File: config.mk
export PLATFORM = sky130hd
export DESIGN_NAME = pwm_counter
export DESIGN_NICKNAME = d
export VERILOG_FILES = /design/src/rtl/pwm_pkg.sv /design/src/rtl/pwm_prescaler.sv /design/src/rtl/pwm_counter.sv
export SDC_FILE = /design/constraint.sdc
export NUM_CORES = 1
export LEC_CHECK = 0
export CAP_MARGIN = 10
export CORE_MARGIN = 2
export CORE_UTILIZATION = 54
export CTS_BUF_LIST = sky130_fd_sc_hd__clkbuf_8
export DETAILED_ROUTE_END_ITERATION = 7
export PLACE_DENSITY_LB_ADDON = 0.05
export SKIP_CTS_REPAIR_TIMING = 1
export SLEW_MARGIN = 20
export SYNTH_ARGS = -nofsm -noshare
export SYNTH_HDL_FRONTEND = slang
export SYNTH_SLANG_ARGS = --single-unit
export TNS_END_PERCENT = 10
File: constraint.sdc
create_clock -name clk -period 3.2 [get_ports clk]
set_clock_uncertainty 0.2 [all_clocks]
set_input_delay 0.48 -clock clk [delete_from_list [all_inputs] [get_ports clk]]
set_output_delay 0.48 -clock clk [all_outputs]
set_load 0.05 [all_outputs]
File: src/rtl/pwm_pkg.sv
// Shared widths and direction encoding for the PWM timebase.
package pwm_pkg;

    localparam int CNT_W = 16;
    localparam int PSC_W = 8;

    localparam logic DIR_UP   = 1'b1;
    localparam logic DIR_DOWN = 1'b0;

endpackage

File: src/rtl/pwm_prescaler.sv
// Prescaler: emits a one-cycle tick every prescale+1 enabled cycles.
module pwm_prescaler #(
    parameter int PSC_W = pwm_pkg::PSC_W
) (
    input  logic             clk,
    input  logic             rst,
    input  logic             en,
    input  logic             count_reset,
    input  logic [PSC_W-1:0] prescale,
    output logic             tick
);

    logic [PSC_W-1:0] psc_cnt;
    logic             psc_done;

    // >= rather than == so that lowering prescale below psc_cnt ticks at once
    assign psc_done = (psc_cnt >= prescale);
    assign tick     = en && !count_reset && psc_done;

    // NOTE: sequential state uses non-blocking assignments so every register
    // samples pre-edge values, independent of block evaluation order.
    always_ff @(posedge clk) begin
        if (rst || count_reset) begin
            psc_cnt <= '0;
        end else if (en) begin
            psc_cnt <= psc_done ? '0 : psc_cnt + 1'b1;
        end
    end

endmodule

File: src/rtl/pwm_counter.sv
// PWM timebase: up/down count register with wrap detection and ovf pulse.
module pwm_counter #(
    parameter int CNT_W = pwm_pkg::CNT_W,
    parameter int PSC_W = pwm_pkg::PSC_W
) (
    input  logic             clk,
    input  logic             rst,
    input  logic             en,
    input  logic             count_reset,
    input  logic             upnotdown,
    input  logic [CNT_W-1:0] period,
    input  logic [PSC_W-1:0] prescale,
    output logic [CNT_W-1:0] counter_val,
    output logic             ovf
);

    import pwm_pkg::*;

    logic tick;

    pwm_prescaler #(
        .PSC_W (PSC_W)
    ) u_prescaler (
        .clk         (clk),
        .rst         (rst),
        .en          (en),
        .count_reset (count_reset),
        .prescale    (prescale),
        .tick        (tick)
    );

    // NOTE: reset is synchronous, so it lives inside the clocked branch and
    // is not in the sensitivity list.
    always_ff @(posedge clk) begin
        if (rst || count_reset) begin
            counter_val <= '0;
            ovf         <= 1'b0;
        end else if (!tick) begin
            ovf <= 1'b0;
        end else if (upnotdown == DIR_UP) begin
            // wrap decided by compare first, so the increment never carries out
            if (counter_val >= period) begin
                counter_val <= '0;
                ovf         <= 1'b1;
            end else begin
                counter_val <= counter_val + 1'b1;
                ovf         <= 1'b0;
            end
        end else begin
            if (counter_val == '0) begin
                counter_val <= period;
                ovf         <= 1'b1;
            end else if (counter_val > period) begin
                // out of range after a period write: clamp without a wrap event
                counter_val <= period;
                ovf         <= 1'b0;
            end else begin
                counter_val <= counter_val - 1'b1;
                ovf         <= 1'b0;
            end
        end
    end

endmodule

* After elaboration in Yosys (flattened, before gate mapping)
Index checks and enable logic that the tools add are counted.
** Operators by class
- Add/sub/neg operators :: 3
- $mul :: 0
- Divide/modulo/power cells :: 0
- Order comparisons :: 3
- Equality and inequality tests :: 0
- Shift-type cells :: 0
- Multiplexer cells :: 8
- Bitwise operators :: 1
- Reduce and logical (&&, ||, !) cells :: 6
** Operators with widths (number)
- two-way mux 16 bit :: 4
- adder 16 x 1 -> 16 bit (second input constant) :: 1
- greater-or-equal comparator 16 bit :: 1
- greater-than comparator 16 bit :: 1
- logical NOT 16 bit :: 1
- subtractor 16 x 1 -> 16 bit (second input constant) :: 1
- adder 8 x 1 -> 8 bit (second input constant) :: 1
- greater-or-equal comparator 8 bit :: 1
- two-way mux 8 bit :: 1
- two-way mux 1 bit :: 3
- logical AND 1 bit :: 2
- OR reduction 2 bit :: 1
- logical NOT 1 bit :: 1
- logical OR 1 bit :: 1
- NOT 1 bit :: 1
** Word-level totals
- Register bits after elaboration :: 25
- Bits in latches :: 0
- RAM bits :: 0
- ROM bits :: 0
- Input bits :: 29
- Word-level logic and storage cells :: 24
- Memories kept :: 0

* Depth between registers and ports, before layout
- Word-level depth :: 5
- Mapped depth :: 11

* Modules after synthesis
From an unflattened synthesis, not the netlist that was laid out.
** Unflattened totals
- Cells, all modules :: 340
- Area total of the unflattened synthesis :: 2652.5 um^2
** Modules (own cells, without submodules)
- pwm_counter :: instances 1, cells each 275, area an instance 2020.7 um^2, sequential area each 340.3 um^2
- pwm_prescaler :: instances 1, cells each 65, area an instance 631.9 um^2, sequential area each 160.2 um^2

* Least setup slack after synthesis
Ideal clock, no wire load.
- Path type :: reg2reg
- Start point :: register counter_val[13]
- End point :: register counter_val[13]
- Library setup time :: 0.076 ns
- Arrival :: 2.924 ns
- Data required time :: 2.924 ns
- Path slack :: 0.000 ns
- Stages on the path, launching flop included :: 11
- Clock period less this slack :: 3.200 ns
- Path through :: dfxtp_1 -> ha_1 -> a211oi_1 -> nor2_1 -> or4b_2 -> or3_1 -> buf_2 -> buf_6 -> o21ai_0 -> a22oi_1 -> o22ai_1
** Between the ends
- Longest elaborated chain between the ends :: 4
- Elaborated cells between the ends (all ways) :: 9
- Classes of those cells :: 2 x add/sub; 2 x order compare; 4 x mux; 1 x reduce/logical
** Ends and longest elaborated chain
- start, declared :: RTL line pwm_counter.sv:13 : output logic [CNT_W-1:0] counter_val,
- start signal, assigned :: RTL line pwm_counter.sv:46 : counter_val <= counter_val + 1'b1;
- start signal, assigned :: RTL line pwm_counter.sv:51 : counter_val <= period;
- start signal, assigned :: RTL line pwm_counter.sv:55 : counter_val <= period;
- subtractor 16 x 1 -> 16 bit / greater-than comparator 16 bit (equally long branches) :: RTL line pwm_counter.sv:58, pwm_counter.sv:53
- two-way mux 16 bit :: RTL line pwm_counter.sv:53 : end else if (counter_val > period) begin
- two-way mux 16 bit :: RTL line pwm_counter.sv:50 : if (counter_val == '0) begin
- two-way mux 16 bit * :: RTL line pwm_counter.sv:40 : end else if (upnotdown == DIR_UP) begin
Mark *: on every way between the ends. The rest lies on a longest branch, timed or not.
A chain may end at the register's enable or synchronous reset.

* Worst setup path after layout
- Start point :: input port period[13]
- End point :: register counter_val[13]
** Between the ends
- Longest elaborated chain between the ends :: 4
- Elaborated cells between the ends (all ways) :: 6
- Classes of those cells :: 2 x order compare; 4 x mux
** Ends and longest elaborated chain
- start, declared :: RTL line pwm_counter.sv:11 : input logic [CNT_W-1:0] period,
- greater-than comparator 16 bit :: RTL line pwm_counter.sv:53
- two-way mux 16 bit :: RTL line pwm_counter.sv:53
- two-way mux 16 bit :: RTL line pwm_counter.sv:50
- two-way mux 16 bit * :: RTL line pwm_counter.sv:40
- end signal, assigned :: RTL line pwm_counter.sv:51
- end signal, assigned :: RTL line pwm_counter.sv:55
- end signal, assigned :: RTL line pwm_counter.sv:58 : counter_val <= counter_val - 1'b1;
Marks and branches as above.

==> results.md <==
- The flow ran to the end, and the final reports show no timing, DRC or antenna violations.
- The stage delay of the slowest cell on the critical path is 0.63 ns.
- Summing all non-filler instances in the final layout gives an area of ~3300 µm².
- In this run the tightest slew margin relative to its limit is 58.7%.
- The number of rows created at floorplan is 24.
- The violation count after the first detailed-routing iteration is 278.
- The clock passes through at most 2 buffers.
- The I/O pin count is 46.
- After detailed routing, the total wire length is 6430 µm.
- After the last flow step, the layout net total stands at 450.
- The layout filler cell count is 342.
- The count of pins over their slew limit is 0.
- The count of warnings emitted by yosys is 0.
- The final critical delay including setup and external delays is 3.13 ns.
- The die covers 5030 µm².
- The number of global-route vias before repair was 2421.
- CTS placed an instance of clkbuf_8 at the clock tree root.
- Clock-pin slew was measured on the worst setup and hold paths at 0.10 ns.
- Across all register-to-register paths, the minimum setup slack is 0.30 ns.
- Measured in cells, the most critical reg-to-reg path has a length of 10.
- The mean area per synthesized cell is 7.39 µm².
- The post-route netlist has 15.6% of its cells at a drive strength greater than 1.
- The number of cells on the worst hold path is 2.
- The number of antenna cells inserted is 0.
- The startpoint identified for the worst hold timing path is u_prescaler.psc_cnt[7].
- The detailed router placed about 2600 vias in this run.
- The wire-length estimate of the detail-placed layout is 4850 µm.
- Synthesis instantiated 51 different standard cells from the library.
- At the end of routability-driven placement, the weighted congestion stood at roughly 0.86.
- The vertical extent of the die is a little over 70 µm.
- Data on the critical path is required at its endpoint by 3.21 ns.
- For this run, design rule violations remaining after detail routing come to 0.
- After the flow finishes, the layout carries non-filler instances totaling ~440.
- The critical register-to-register path endpoint is counter_val[13].
- TritonCTS built the clock tree.
- The combined area of all synthesized cells is 2420 µm².
- In this run the horizontal extent of the chip is 70.9 µm.
- Setup violations remaining at the end of the flow were counted as 0.
- The flip-flop cell with the highest count after synthesis is dfxtp_1.
- The worst setup path is launched from an input port.
- The type of the most critical hold path is register to register.
- After floorplanning, the core was sized to cover 4320 µm².
- The setup path with the least slack is of type input port to register.
- The maximum number of pins on one net before global-route repair is 20.
- Among all stages on the critical path, the largest delay is contributed by or4b_2.
- The library cell with the highest instance count after synthesis is o21ai_0.
- The synthesis-stage register bit count is 25.
- The category of the worst setup path capture point is a register.
- For this run the aggregate overflow at the end of global routing stands at 0.
- The number of buffers inserted during clock tree synthesis is 3.
- The count of nets left with antenna violations once routing finished came out at 0.
- The number of levels in the clock H-tree is 1.
- The number of max-cap violations is 0.
- The register area share after synthesis is about a fifth.
- Once placement finished, the instance area stood at 3120 µm².
- The clock sink count is 25.
- Counting every net in the synthesized netlist gives 384.
- The routed length per instance is 14.5 µm.
- The library cell with the largest summed area after synthesis is dfxtp_1.
- At the pin with the least slew margin, the transition time is 0.614 ns.
- The share of synthesized area in the top cell type comes to 20.7%.
- For this configuration, the core starts out at a cell density of 55.9%.
- After synthesis, the share of flip-flops with an asynchronous set or reset is 0%.
- The capture endpoint of the worst hold path is u_prescaler.psc_cnt[7].
- The combined global-route utilization of all metal layers is a little over a quarter.
- In this run, synthesis inferred 0 flip-flops with an integrated enable.
- By area the synthesized netlist is led by dfxtp_1, ha_1, o21ai_0.
- In the final layout, the multi-input gates occupy approximately 1800 µm².
- In this run the critical register-to-register path is launched from counter_val[0].
- Of all nets on the critical path, the largest fanout is 5.
- For this design the static power due to leakage is 0.00141 µW.
- The synthesized instance count is 327.
- The fmax is 319 MHz.
- The growth of design area from synthesis to finish is 36.0%.
- The initial antenna violation count is 0.
- Registers take 502 µm².
- The clock latency at the later pin of the worst-skew pair is 0.28 ns.
- The first detailed-routing pass ran for 5 iterations.
- IR analysis of the VDD net gives a maximum drop of 0.143 mV.
- Using the TritonRoute via totals, the vias-per-cell ratio works out to 5.86.
- The number of buffers inserted by port buffering is 45.
- The power density of the placed cells is 192 nW/µm².
- The final critical-path share of the clock period is slightly below 100%.
- Setup repair after global routing could not meet its margin everywhere.
- STA puts the critical path data arrival time at 3.14 ns.
- The commonest cells after synthesis are o21ai_0, inv_1, ha_1, nand2_1.
- The first global-routing pass estimated 10900 µm of wire.
- Counting tap cells, the placed design contains a total of 440 instances.
- The number of hold violations in the final report is 0.
- The critical path goes through clkdlybuf4s50_1 > inv_1 > ha_4 > a211oi_2 > nor2_1 > or4b_2 > or3_4 > buf_4 > o21ai_0 > a22oi_1 > o22ai_1.
metrics by stage:
| step | total power, µW | setup TNS [ns] | setup WS (ns) | hold WS [ns] | util (%) |
|---|---|---|---|---|---|
| finish | 631 | 0 | 0.0678 | 0.348 | 76.0 |
| global route | 661 | -0.0408 | -0.0289 | 0.388 | 76.0 |
| CTS | 628 | -0.0976 | -0.0316 | 0.354 | 73.3 |
| detailed placement | 423 | -4.42 | -0.326 | 0.326 | 72.2 |
| global placement | 420 | -3.83 | -0.272 | 0.300 | 72.2 |
| floorplan | 364 | 0 | 0.0882 | 0.283 | - |
cell families (layout without fill, tap and decap cells):
| family | count (synthesis) | in the layout | share of synthesized area, % |
|---|---|---|---|
| and+or+nand+nor | 119 | 119 | 25.9 |
| AOI/OAI and AO/OA | 87 | 87 | 22.7 |
| buffers and inverters | 48 | 113 | 8.80 |
| adders and majority gates | 28 | 28 | 14.5 |
| DFF | 25 | 25 | 20.7 |
| xor gates and xnor gates | 19 | 19 | 6.89 |
| muxes | 1 | 1 | 0.414 |
placed cells by master (no fill, tap or decap), drive strengths merged, types with 2 or more instances in the layout:
| cell type | instances |
|---|---|
| or2 | 2 |
| clkdlybuf4s50 | 43 |
| inv | 30 |
| nand4 | 8 |
| buf | 34 |
| a211oi | 3 |
| a21oi | 10 |
| a22oi | 12 |
| o22ai | 13 |
| dlymetal6s2s | 2 |
| nand3 | 9 |
| nor3 | 11 |
| ha | 28 |
| clkbuf | 3 |
| xnor2 | 9 |
| nand2 | 26 |
| or3 | 5 |
| nor2b | 6 |
| or3b | 2 |
| nand2b | 7 |
| nor2 | 26 |
| xor2 | 10 |
| and3 | 6 |
| o21ai | 36 |
| or4 | 3 |
| nor4 | 5 |
| dfxtp | 25 |
flip-flops by register name (all words and copies together) (netlist names):
| name | count |
|---|---|
| ovf | 1 |
| u_prescaler.psc_cnt | 8 |
| counter_val | 16 |
area by class of cell:
cell class              count  share of cell area (%)
clock buffers               3                    1.26
clock inverters             1                   0.228
inverters                  30                    3.43
multi-input cells         254                    55.2
flip-flops and latches     25                    15.3
well taps                  52                    1.98
repair buffers             79                    22.6
report_power, final:
| part | total (µW) | switching, µW | internal [µW] |
|---|---|---|---|
| Combinational | 110 | 48.3 | 61.3 |
| Clock | 208 | 120 | 88.7 |
| Sequential | 313 | 1.32 | 312 |
critical path: cells and delay by family:
family,cells,cell delay (ns)
AND/OR/NAND/NOR,3,1.16
buffers and inverters,3,0.71
AO/OA/AOI/OAI,4,0.54
adder cells (fa/ha/maj),1,0.24
how the worst max path moves through the flow:
stage,depth (start not counted),start,end
finish,11,period[13],counter_val[13]
global route,11,period[10],counter_val[2]
CTS,11,period[13],counter_val[3]
detailed placement,11,period[13],counter_val[3]
global placement,11,period[13],counter_val[6]
floorplan,11,counter_val[0],counter_val[14]
routing by layer:
metal  global-route usage (%)  vias up  share of wire [%]
met2                     43.5       91                 48
met5                        0        -                  0
met1                     36.6     1195                 45
met3                     1.99        8                5.8
met4                     6.92        0                1.2
li1                         -     1308                  -
(Power assumes the default switching activity.)
